$ cat config.mk
export PLATFORM = sky130hd
export DESIGN_NAME = cache_way_refill_ctrl_flat
export DESIGN_NICKNAME = d
export VERILOG_FILES = /design/src/rtl/cache_way_refill_ctrl_if.sv /design/src/rtl/cache_way_refill_ctrl.sv /design/src/flat_wrapper.sv
export SDC_FILE = /design/constraint.sdc
export NUM_CORES = 1
export LEC_CHECK = 0
export BUFFER_PORTS_ARGS = -buffer_cell sky130_fd_sc_hd__buf_2
export CORE_MARGIN = 4
export CORE_UTILIZATION = 48
export CTS_CLUSTER_DIAMETER = 120
export DETAILED_ROUTE_END_ITERATION = 7
export PLACE_DENSITY = 0.82
export SETUP_SLACK_MARGIN = 0.15
export SLEW_MARGIN = 0
export SYNTH_ARGS = -nofsm -noshare
export SYNTH_HDL_FRONTEND = slang
export SYNTH_SLANG_ARGS = --single-unit
export TNS_END_PERCENT = 1
$ cat constraint.sdc
create_clock -name main_clk -period 2.2 [get_ports main_clk]
set_input_delay 0.44 -clock main_clk [delete_from_list [all_inputs] [get_ports main_clk]]
set_output_delay 0.44 -clock main_clk [all_outputs]
set_load 0.05 [all_outputs]
$ cat src/rtl/cache_way_refill_ctrl_if.sv
// Handshake bundle between the refill controller, cache_way and the memory request port.
// The master side is the refill controller; the slave side is cache_way plus memory.
interface cache_way_refill_ctrl_if #(
    parameter int ADDR_W = 31,
    parameter int TAG_W  = 11
);
    logic              in_hard_fault;
    logic [ADDR_W-1:0] in_fault_address;
    logic [TAG_W-1:0]  in_victim_tag;
    logic              in_victim_dirty;
    logic [1:0]        out_way_index;
    logic              out_tag_write;
    logic [ADDR_W-1:0] out_target_address;
    logic              out_busy;
    logic              out_fault_clear;
    logic              mem_req;
    logic              mem_we;
    logic [ADDR_W-1:0] mem_addr;
    logic              mem_ack;

    modport master (
        input  in_hard_fault, in_fault_address, in_victim_tag, in_victim_dirty, mem_ack,
        output out_way_index, out_tag_write, out_target_address, out_busy, out_fault_clear,
               mem_req, mem_we, mem_addr
    );

    modport slave (
        output in_hard_fault, in_fault_address, in_victim_tag, in_victim_dirty, mem_ack,
        input  out_way_index, out_tag_write, out_target_address, out_busy, out_fault_clear,
               mem_req, mem_we, mem_addr
    );
endinterface

$ cat src/rtl/cache_way_refill_ctrl.sv
// Refill controller for cache_way misses: picks a round-robin victim, writes it back if dirty,
// fills the line from memory, then writes the new tag and releases the stalled access.
module cache_way_refill_ctrl #(
    parameter int ADDR_W   = 31,
    parameter int OFFSET_W = 4,
    parameter int INDEX_W  = 11,
    parameter int TAG_W    = 11
) (
    input logic                      main_clk,
    input logic                      main_rst_n,
    cache_way_refill_ctrl_if.master  bus
);

    localparam int TAG_LSB = OFFSET_W + INDEX_W;
    localparam logic [ADDR_W-1:0] OFFSET_MASK = ADDR_W'({OFFSET_W{1'b1}});
    localparam logic [ADDR_W-1:0] TAG_MASK    = ADDR_W'({TAG_W{1'b1}}) << TAG_LSB;

    typedef enum logic [2:0] {
        IDLE,
        VIC_RD,
        VIC_CAP,
        WB_REQ,
        FILL_REQ,
        TAG_WR,
        DONE
    } state_t;

    state_t            state_q, state_d;
    logic [1:0]        rr_q, rr_d;
    logic [1:0]        way_q, way_d;
    logic              tag_write_q, tag_write_d;
    logic [ADDR_W-1:0] target_q, target_d;
    logic              busy_q, busy_d;
    logic              clear_q, clear_d;
    logic              req_q, req_d;
    logic              we_q, we_d;
    logic [ADDR_W-1:0] addr_q, addr_d;
    logic [ADDR_W-1:0] fault_line;
    logic [ADDR_W-1:0] wb_addr;

    // The victim's old line lives at the same set with its own tag spliced into the tag field.
    assign fault_line = bus.in_fault_address & ~OFFSET_MASK;
    assign wb_addr    = (target_q & ~TAG_MASK) | (ADDR_W'(bus.in_victim_tag) << TAG_LSB);

    always_comb begin
        state_d     = state_q;
        rr_d        = rr_q;
        way_d       = way_q;
        tag_write_d = 1'b0;
        target_d    = target_q;
        busy_d      = busy_q;
        clear_d     = 1'b0;
        req_d       = req_q;
        we_d        = we_q;
        addr_d      = addr_q;
        case (state_q)
            IDLE: begin
                if (bus.in_hard_fault) begin
                    target_d = fault_line;
                    way_d    = rr_q;
                    busy_d   = 1'b1;
                    state_d  = VIC_RD;
                end
            end
            VIC_RD: state_d = VIC_CAP;
            VIC_CAP: begin
                req_d = 1'b1;
                if (bus.in_victim_dirty) begin
                    we_d    = 1'b1;
                    addr_d  = wb_addr;
                    state_d = WB_REQ;
                end else begin
                    we_d    = 1'b0;
                    addr_d  = target_q;
                    state_d = FILL_REQ;
                end
            end
            WB_REQ: begin
                if (bus.mem_ack) begin
                    we_d    = 1'b0;
                    addr_d  = target_q;
                    state_d = FILL_REQ;
                end
            end
            FILL_REQ: begin
                if (bus.mem_ack) begin
                    req_d       = 1'b0;
                    addr_d      = '0;
                    tag_write_d = 1'b1;
                    state_d     = TAG_WR;
                end
            end
            TAG_WR: begin
                rr_d    = rr_q + 2'd1;
                clear_d = 1'b1;
                state_d = DONE;
            end
            DONE: begin
                busy_d   = 1'b0;
                target_d = '0;
                state_d  = IDLE;
            end
            default: state_d = IDLE;
        endcase
    end

    // Every output is a register so nothing on the cache or memory side sees a comb input path.
    always_ff @(posedge main_clk or negedge main_rst_n) begin
        if (!main_rst_n) begin
            state_q     <= IDLE;
            rr_q        <= '0;
            way_q       <= '0;
            tag_write_q <= 1'b0;
            target_q    <= '0;
            busy_q      <= 1'b0;
            clear_q     <= 1'b0;
            req_q       <= 1'b0;
            we_q        <= 1'b0;
            addr_q      <= '0;
        end else begin
            state_q     <= state_d;
            rr_q        <= rr_d;
            way_q       <= way_d;
            tag_write_q <= tag_write_d;
            target_q    <= target_d;
            busy_q      <= busy_d;
            clear_q     <= clear_d;
            req_q       <= req_d;
            we_q        <= we_d;
            addr_q      <= addr_d;
        end
    end

    assign bus.out_way_index      = way_q;
    assign bus.out_tag_write      = tag_write_q;
    assign bus.out_target_address = target_q;
    assign bus.out_busy           = busy_q;
    assign bus.out_fault_clear    = clear_q;
    assign bus.mem_req            = req_q;
    assign bus.mem_we             = we_q;
    assign bus.mem_addr           = addr_q;

endmodule

$ cat src/flat_wrapper.sv
// flat-port wrapper written by rule: the top's interface ports become plain ports
module cache_way_refill_ctrl_flat 
#(
    parameter int ADDR_W   = 31,
    parameter int OFFSET_W = 4,
    parameter int INDEX_W  = 11,
    parameter int TAG_W    = 11
)
  (main_clk, main_rst_n, bus_in_hard_fault, bus_in_fault_address, bus_in_victim_tag, bus_in_victim_dirty, bus_mem_ack, bus_out_way_index, bus_out_tag_write, bus_out_target_address, bus_out_busy, bus_out_fault_clear, bus_mem_req, bus_mem_we, bus_mem_addr);
  cache_way_refill_ctrl_if #(.ADDR_W(ADDR_W), .TAG_W(TAG_W)) bus_i ();
  input logic main_clk;
  input logic main_rst_n;
  input wire logic [$bits(bus_i.in_hard_fault)-1:0] bus_in_hard_fault;
  input wire logic [$bits(bus_i.in_fault_address)-1:0] bus_in_fault_address;
  input wire logic [$bits(bus_i.in_victim_tag)-1:0] bus_in_victim_tag;
  input wire logic [$bits(bus_i.in_victim_dirty)-1:0] bus_in_victim_dirty;
  input wire logic [$bits(bus_i.mem_ack)-1:0] bus_mem_ack;
  output wire logic [$bits(bus_i.out_way_index)-1:0] bus_out_way_index;
  output wire logic [$bits(bus_i.out_tag_write)-1:0] bus_out_tag_write;
  output wire logic [$bits(bus_i.out_target_address)-1:0] bus_out_target_address;
  output wire logic [$bits(bus_i.out_busy)-1:0] bus_out_busy;
  output wire logic [$bits(bus_i.out_fault_clear)-1:0] bus_out_fault_clear;
  output wire logic [$bits(bus_i.mem_req)-1:0] bus_mem_req;
  output wire logic [$bits(bus_i.mem_we)-1:0] bus_mem_we;
  output wire logic [$bits(bus_i.mem_addr)-1:0] bus_mem_addr;
  assign bus_i.in_hard_fault = bus_in_hard_fault;
  assign bus_i.in_fault_address = bus_in_fault_address;
  assign bus_i.in_victim_tag = bus_in_victim_tag;
  assign bus_i.in_victim_dirty = bus_in_victim_dirty;
  assign bus_i.mem_ack = bus_mem_ack;
  assign bus_out_way_index = bus_i.out_way_index;
  assign bus_out_tag_write = bus_i.out_tag_write;
  assign bus_out_target_address = bus_i.out_target_address;
  assign bus_out_busy = bus_i.out_busy;
  assign bus_out_fault_clear = bus_i.out_fault_clear;
  assign bus_mem_req = bus_i.mem_req;
  assign bus_mem_we = bus_i.mem_we;
  assign bus_mem_addr = bus_i.mem_addr;
  cache_way_refill_ctrl #(.ADDR_W(ADDR_W), .OFFSET_W(OFFSET_W), .INDEX_W(INDEX_W), .TAG_W(TAG_W)) u_core (.main_clk(main_clk), .main_rst_n(main_rst_n), .bus(bus_i));
endmodule
# Word level (Yosys, flattened, before mapping)
# Cells that the tools add are included.
[classes] n_addsub=1 mul=0 div=0 magnitude_cmp=0 n_eq_ne=9 shifts=0 muxes=20 bitwise_logic=1 reduce_logical=11
[ops] cell="31-bit 2-to-1 mux" count=4
[ops] cell="31-bit case mux with 3 select lines" count=1
[ops] cell="31-bit case mux with 2 select lines" count=1
[ops] cell="31-bit by 26-bit bitwise OR with 31-bit output" count=1
[ops] cell="3-bit case mux with 6 select lines" count=1
[ops] cell="3-bit 2-to-1 mux" count=4
[ops] cell="3-bit == test, second input constant" count=3
[ops] cell="2-bit AND reduction" count=4
[ops] cell="3-bit by 2-bit == test with 1-bit output, second input constant" count=2
[ops] cell="1-bit 2-to-1 mux" count=6
[ops] cell="2-bit inequality test, second input constant" count=3
[ops] cell="1-bit case mux with 2 select lines" count=3
[ops] cell="3-bit AND reduction" count=2
[ops] cell="2-bit nonzero test" count=3
[ops] cell="3-bit by 1-bit == test with 1-bit output, second input constant" count=1
[ops] cell="3-bit logical NOT" count=1
[ops] cell="3-bit nonzero test" count=1
[ops] cell="2-bit by 1-bit adder with 2-bit output, second input constant" count=1
[totals] register_bits=74 latchBits=0 ram_bits=0 romBits=0 inputBits=47 out_inout_bits=69 wordCells=52 n_memories=0

# Logic depth before layout (Yosys ltp)
# Gate-level depths: netlist of the first run.
[logic_depth] depth_word=3 ltp_mapped=6 depth_no_buf=4

# Least setup slack after synthesis of the first run
# Ideal clock, no wire load.
[synth_path] path_type="register to register" from="register u_core.state_q[0]" to="register u_core.target_q[11], in the netlist u_core.bus.out_target_address[11]" setup_time_ns=0.136 arrival_time_ns=1.426 t_required_ns=2.064 path_slack_ns=0.637 path_stages_with_launch=7 n_path_buf=3 synth_period_minus_slack_ns=1.563 path_cell_list="dfrtp_1 > buf_6 > or4b_4 > buf_6 > buf_6 > nand2_1 > a21oi_1"
[synth_between] elab_chain_cells=3 elab_cells_between_ends=6 classes_between="eq/ne: 2; mux: 1; reduce/logical: 3"
[synth_rtl] item="from (decl)" line_no="cache_way_refill_ctrl.sv:28" text="state_t state_q, state_d;"
[synth_rtl] item="from (signal assigned)" line_no="cache_way_refill_ctrl.sv:121" text="state_q <= state_d;"
[synth_rtl] item="3-bit == test / 3-bit logical NOT (equally long branches)" line_no="cache_way_refill_ctrl.sv:56" text="case (state_q)"
[synth_rtl] item="2-bit nonzero test (no line) / 2-bit inequality test (equally long branches)"
[synth_rtl] item="2-bit AND reduction (no line)"
[synth_rtl] item="to (signal assigned)" line_no="cache_way_refill_ctrl.sv:125" text="target_q <= target_d;"
[synth_rtl] item="to (decl)" line_no="cache_way_refill_ctrl.sv:32" text="logic [ADDR_W-1:0] target_q, target_d;"
# Parallel ways exist; a longest one is shown, timed or not.
# A chain may end at the register's enable or synchronous reset.

# Worst setup path after layout of the first run
[layout_path] from="register u_core.state_q[2]" to="register u_core.addr_q[6], in the netlist u_core.bus.mem_addr[6]"
[layout_between] elab_chain_cells=3 elab_cells_between_ends=8 classes_between="eq/ne: 5; mux: 1; reduce/logical: 2"
[layout_rtl] item="3-bit == test / 3-bit by 2-bit == test with 1-bit output (equally long branches)" line_no="cache_way_refill_ctrl.sv:56"
[layout_rtl] item="2-bit inequality test (no line) / 3-bit nonzero test (equally long branches)"
[layout_rtl] item="3-bit AND reduction (no line)"
[layout_rtl] item="to (signal assigned)" line_no="cache_way_refill_ctrl.sv:130" text="addr_q <= addr_d;"
[layout_rtl] item="to (decl)" line_no="cache_way_refill_ctrl.sv:37" text="logic [ADDR_W-1:0] addr_q, addr_d;"
# Parallel ways exist; a longest one is shown, timed or not.

==> results.json, run 1 <==
{
  "multiInputGateArea_um2": 1010,
  "rsz0062_at_grt": "yes",
  "seqCellArea_um2": 1650,
  "finalHoldViolations": 0,
  "cts_buffers": 9,
  "status": "completed",
  "grt_overflow": 0,
  "wl_per_cell_um": 14.8,
  "drive_above_1_share_pct": 33.3,
  "fin_util_pct": 63.5,
  "postCtsSetupRepairBufs": 0,
  "syn2layout_area_growth_pct": 26.3,
  "place_ws_ns": 0.0510,
  "seq_area_frac_synth_pct": 58.6,
  "grt_pass1_wl_um": 11200,
  "cp-start-kind": "register",
  "post-route-min-period_ns": 1.91,
  "synth_area_um2": 2820,
  "tightest_slew_ns": 0.647,
  "drt_iter0_markers": 126,
  "viasPerCell": 5.12,
  "h-tree-depth": 3,
  "ir_drop_mv": 0.890,
  "crit_type": "register to register",
  "setup-tns-final_ns": 0,
  "grtUsageTotal_pct": 19.7,
  "io_buffers": 103,
  "hold_class": "input port to async pin",
  "wl_um": 6760,
  "synth_cell_types": 27,
  "start_util_pct": 50.2,
  "power_density_nw_per_um2": 1900,
  "drtPass1Iterations": 4,
  "core_um2": 5610,
  "clock-sinks": 66,
  "yosys.area.top_type": "dfrtp_1",
  "dieArea_um2": 7160,
  "drv_cap": 0,
  "ctsRootBufferMaster": "clkbuf_8",
  "yosys_most_used_dff": "dfrtp_1",
  "crit_fanout": 32,
  "worst_slack_ns": 0.293,
  "final_max_slew_viol_count": 0,
  "leakage_nw": 1.86,
  "rows": 27,
  "nets": 427,
  "synth-edff-count": 0,
  "cp.required_ns": 2.44,
  "slowest_delay_ns": 0.58,
  "setup_viol": 0,
  "ant_nets": 0,
  "end_kind": "register",
  "diodes": 0,
  "synth_area_leaders": "dfrtp_1, nand2_1, o21ai_0, a21oi_1, a22o_1",
  "grt_pass1_vias": 2252,
  "slowest_stage": "dfrtp_1",
  "gp_congestion": 0.816,
  "cp_data_arrival_time_ns": 2.15,
  "ys_async_sr_fraction_pct": 100,
  "die_h_um": 84.6,
  "cts_buffer_depth": 2,
  "ios": 116,
  "grt_max_degree": 67,
  "yosysMostFrequentCell": "nand2_1",
  "ys_ff_latch": 66,
  "skew_ns": 0.00767,
  "hpwl_um": 4930,
  "fin_area_um2": 3560,
  "syn_area_per_cell_um2": 10.0,
  "hold_buffers": 0,
  "cts_tree": "built",
  "min_period_over_period_pct": 86.7,
  "synth_commonest_cells": "nand2_1, dfrtp_1, o21ai_0",
  "synth_top_area_share_pct": 58.6,
  "vias": 2334,
  "path_cells": "nor3b_1 > a22oi_2 > buf_12 > o21ai_0",
  "fmax_mhz": 524,
  "synth_cells": 281,
  "n_fill_cell": 454,
  "timing.slew.headroom_pct": 56.6,
  "place_area_um2": 3350,
  "layout.cells.non_filler": 456,
  "die_x_um": 84.6,
  "drc": 0,
  "antenna_found_initial": 0,
  "clkLatencyLatePin_ns": 0.33,
  "yosys_warnings": 0,
  "dp_cells": 441,
  "path_clk_slew_ns": 0.07
}
[area by class of cell]
type                            instances  area share (%)
Clock inverter                          3            1.83
Inverter                                3           0.316
Clock buffer                           12            3.80
Sequential cell                        66            46.4
Multi-Input combinational cell        190            28.4
Tap cell                               72            2.53
Timing Repair Buffer                  110            16.7
[what timing repair did]
| action | CTS | global route |
|---|---|---|
| gates resized for setup | 1 | 1 |
| setup endpoints to repair | 11 | 11 |
| pin swaps | 0 | 0 |
[worst paths after layout]
| path | start | endpoint | slack (ns) | cells past startpoint |
|---|---|---|---|---|
| worst max-delay path | u_core.state_q[2] | u_core.bus.mem_addr[6] | 0.29 | 4 |
| worst min-delay path | main_rst_n | u_core.bus.out_target_address[13] | 0.11 | 2 |
| worst max register to register | u_core.state_q[2] | u_core.bus.mem_addr[6] | 0.29 | 4 |
| worst min register to register | u_core.bus.out_way_index[0] | u_core.bus.out_way_index[0] | 0.48 | 2 |
| max in group asynchronous | main_rst_n | u_core.bus.mem_addr[17] | 1.80 | 2 |
| min in group main_clk | bus_in_fault_address[29] | u_core.bus.out_target_address[29] | 0.32 | 2 |
[cell families after synthesis]
logic type	count (synthesis)	synth area share [%]
AOI/OAI and AO/OA	87	19.0
DFF	66	58.6
other	1	0.133
and+or+nand+nor	93	14.8
xor gates and xnor gates	2	0.622
buffers and inverters	32	6.84
[critical path, delay by kind of cell, from the launching register on]
family                 cells  cell delay, ns
AOI/OAI and AO/OA          2            0.52
buffers and inverters      1            0.25
and+or+nand+nor            1            0.47
DFF                        1            0.58
[flip-flops by register name, summed over array words and instances (netlist names)]
register,cells
u_core.bus.out_busy,1
u_core.bus.out_way_index,2
u_core.bus.out_tag_write,1
u_core.bus.mem_we,1
u_core.bus.mem_req,1
u_core.bus.mem_addr,27
u_core.bus.out_fault_clear,1
u_core.state_q,3
u_core.bus.out_target_address,27
u_core.rr_q,2
[per-stage QoR]
stage | power [mW] | hold WS, ns
2_1_floorplan | 4.91 | 0.144
3_3_place_gp | 5.66 | 0.456
3_5_place_dp | 5.76 | 0.459
4_1_cts | 6.83 | 0.118
5_1_grt | 7.18 | 0.134
6_report | 6.78 | 0.106
[metal layers]
metal	global-route usage [%]	routed length, µm	up-vias	share of wire, %
li1	-	-	1142	-
met1	26.0	3010	1097	44
met2	31.2	3120	85	46
met3	6.18	537	10	7.9
met4	6.47	98	0	1.5
met5	0	0	-	0
[report_power, final]
group          total, mW  leakage (nW)  internal [mW]  switching [mW]
Clock               1.06         0.100          0.632           0.426
Combinational       3.62         0.930          0.967            2.65
Sequential          2.10         0.831           1.73           0.370
[layout by cell type (no fill, tap or decap)]
cell type,Yosys,layout
nand2_1,72,72
xor2_1,1,1
nor4b_4,1,1
nand2b_1,5,5
buf_2,7,103
nor3b_1,2,2
a21oi_1,27,27
a21o_1,2,2
a22o_1,13,13
buf_12,0,2
o21ai_0,32,32
a21boi_0,1,1
buf_4,11,5
nor2_1,6,5
dfrtp_1,66,66
clkbuf_1,8,3
a22oi_2,0,1
nor2b_2,1,1
clkbuf_8,0,9
nor3_1,2,1
nor3_2,0,1
clkinv_2,0,1
and3b_1,1,1
nor2b_1,1,1
bufinv_16,0,2
and2_1,1,1
xnor2_1,1,1
inv_1,3,3
or4b_4,1,1
nor2_2,0,1
a2bb2oi_1,11,11
conb_1,1,8
Power figures use the tool's default switching activity.
==> run 2, diff against run 1 <==
CORE_UTILIZATION = 40   (was 48)
PLACE_DENSITY = 0.7   (was 0.82)
==> run 2 against run 1 <==
Final cell count rose by 5.9%. Global-route usage down 3.0 points. Clock power decreased by 13%.
==> results.json, run 2 (synthesized netlist as in run 1, its figures left out) <==
{
  "gp_congestion": 0.822,
  "drt_iter0_markers": 109,
  "grt_max_degree": 67,
  "fin_area_um2": 3580,
  "nets": 431,
  "crit_fanout": 11,
  "status": "completed",
  "multiInputGateArea_um2": 1010,
  "dp_cells": 469,
  "hold_class": "input port to async pin",
  "cts_resized": 0,
  "dieArea_um2": 8450,
  "grt_pass1_vias": 2242,
  "drc": 0,
  "hold_buffers": 0,
  "hold_slack_ns": 0.108,
  "layout.cells.non_filler": 483,
  "leakage_nw": 1.86,
  "place_area_um2": 3400,
  "postCtsSetupRepairBufs": 0,
  "end_kind": "register",
  "setup_viol": 0,
  "rows": 30,
  "cts_tree": "built",
  "tightest_slew_ns": 0.685,
  "core_um2": 6830,
  "fmax_mhz": 577,
  "cts_buffer_depth": 2,
  "diodes": 0,
  "wl_um": 7010,
  "cp_data_arrival_time_ns": 1.98,
  "worst-r2r-setup-slack_ns": 0.47,
  "cts_buffers": 9,
  "rr_startpoint": "u_core.state_q[2]",
  "r2r-end": "u_core.bus.mem_addr[15]",
  "clkLatencyLatePin_ns": 0.33,
  "viasPerCell": 4.84,
  "finalPower_mw": 6.66,
  "reg2reg_depth": 5,
  "drv_cap": 0,
  "die_h_um": 91.9,
  "drive_above_1_share_pct": 34.4,
  "power_density_nw_per_um2": 1860,
  "final_max_slew_viol_count": 0,
  "worst_slack_ns": 0.466,
  "finalHoldViolations": 0,
  "n_fill_cell": 669,
  "die_x_um": 91.9,
  "grtUsageTotal_pct": 16.7,
  "path_clk_slew_ns": 0.07,
  "cp-start-kind": "register",
  "fin_util_pct": 52.4,
  "clock-sinks": 66,
  "crit_type": "register to register",
  "timing.slew.headroom_pct": 54.1,
  "rsz0062_at_grt": "no",
  "grt_overflow": 0,
  "ios": 116,
  "hpwl_um": 4890,
  "grt_pass1_wl_um": 11200,
  "antenna_found_initial": 0,
  "place_ws_ns": 0.170,
  "mostFrequentLayoutCell": "buf_2",
  "setup-tns-final_ns": 0,
  "cp.required_ns": 2.45,
  "min_period_over_period_pct": 78.8,
  "wl_per_cell_um": 14.5,
  "ir_drop_mv": 1.01,
  "post-route-min-period_ns": 1.73,
  "drtPass1Iterations": 4,
  "ant_nets": 0,
  "start_util_pct": 41.2,
  "skew_ns": 0.00663,
  "seqCellArea_um2": 1650,
  "ctsRootBufferMaster": "clkbuf_8",
  "h-tree-depth": 3,
  "syn2layout_area_growth_pct": 27.1,
  "final_cell_mix": "buf_2, nand2_1, dfrtp_1",
  "io_buffers": 103,
  "vias": 2336
}
run 2: cell type report:
type | count | area share, %
clock buffers | 12 | 4.61
flip-flops and latches | 66 | 46.1
clock inverters | 2 | 0.349
multi-input cells | 190 | 28.2
well taps | 96 | 3.35
repair buffers | 114 | 17.1
inverters | 3 | 0.314
run 2: power by group:
part | internal, mW | total [mW] | switching [mW]
registers | 1.73 | 2.06 | 0.330
logic | 0.983 | 3.68 | 2.69
clock network | 0.488 | 0.925 | 0.438
run 2: how the worst max path moves through the flow:
stage	end	from	slack, ns	cells after the start
2_1_floorplan	u_core.bus.out_target_address[11]	u_core.state_q[0]	0.64	6
3_3_place_gp	u_core.bus.mem_addr[21]	bus_in_victim_dirty	0.27	5
3_5_place_dp	u_core.bus.mem_addr[19]	bus_in_victim_dirty	0.17	5
4_1_cts	u_core.bus.mem_addr[19]	u_core.state_q[2]	0.24	4
5_1_grt	u_core.bus.mem_addr[15]	u_core.state_q[2]	0.30	5
6_report	u_core.bus.mem_addr[15]	u_core.state_q[2]	0.47	5
run 2: worst max-delay path, cell delays in order (launching register included):
cell	delay, ns
dfrtp_1	0.40
buf_4	0.18
nor2b_2	0.18
nor2_1	0.50
o21ai_0	0.22
a2bb2oi_1	0.18
run 2: per-layer routing:
layer  track usage [%]  wire length, µm
met3              4.68              424
met4              5.07               54
met5                 0                0
met2              26.8             3370
met1              22.2             3160
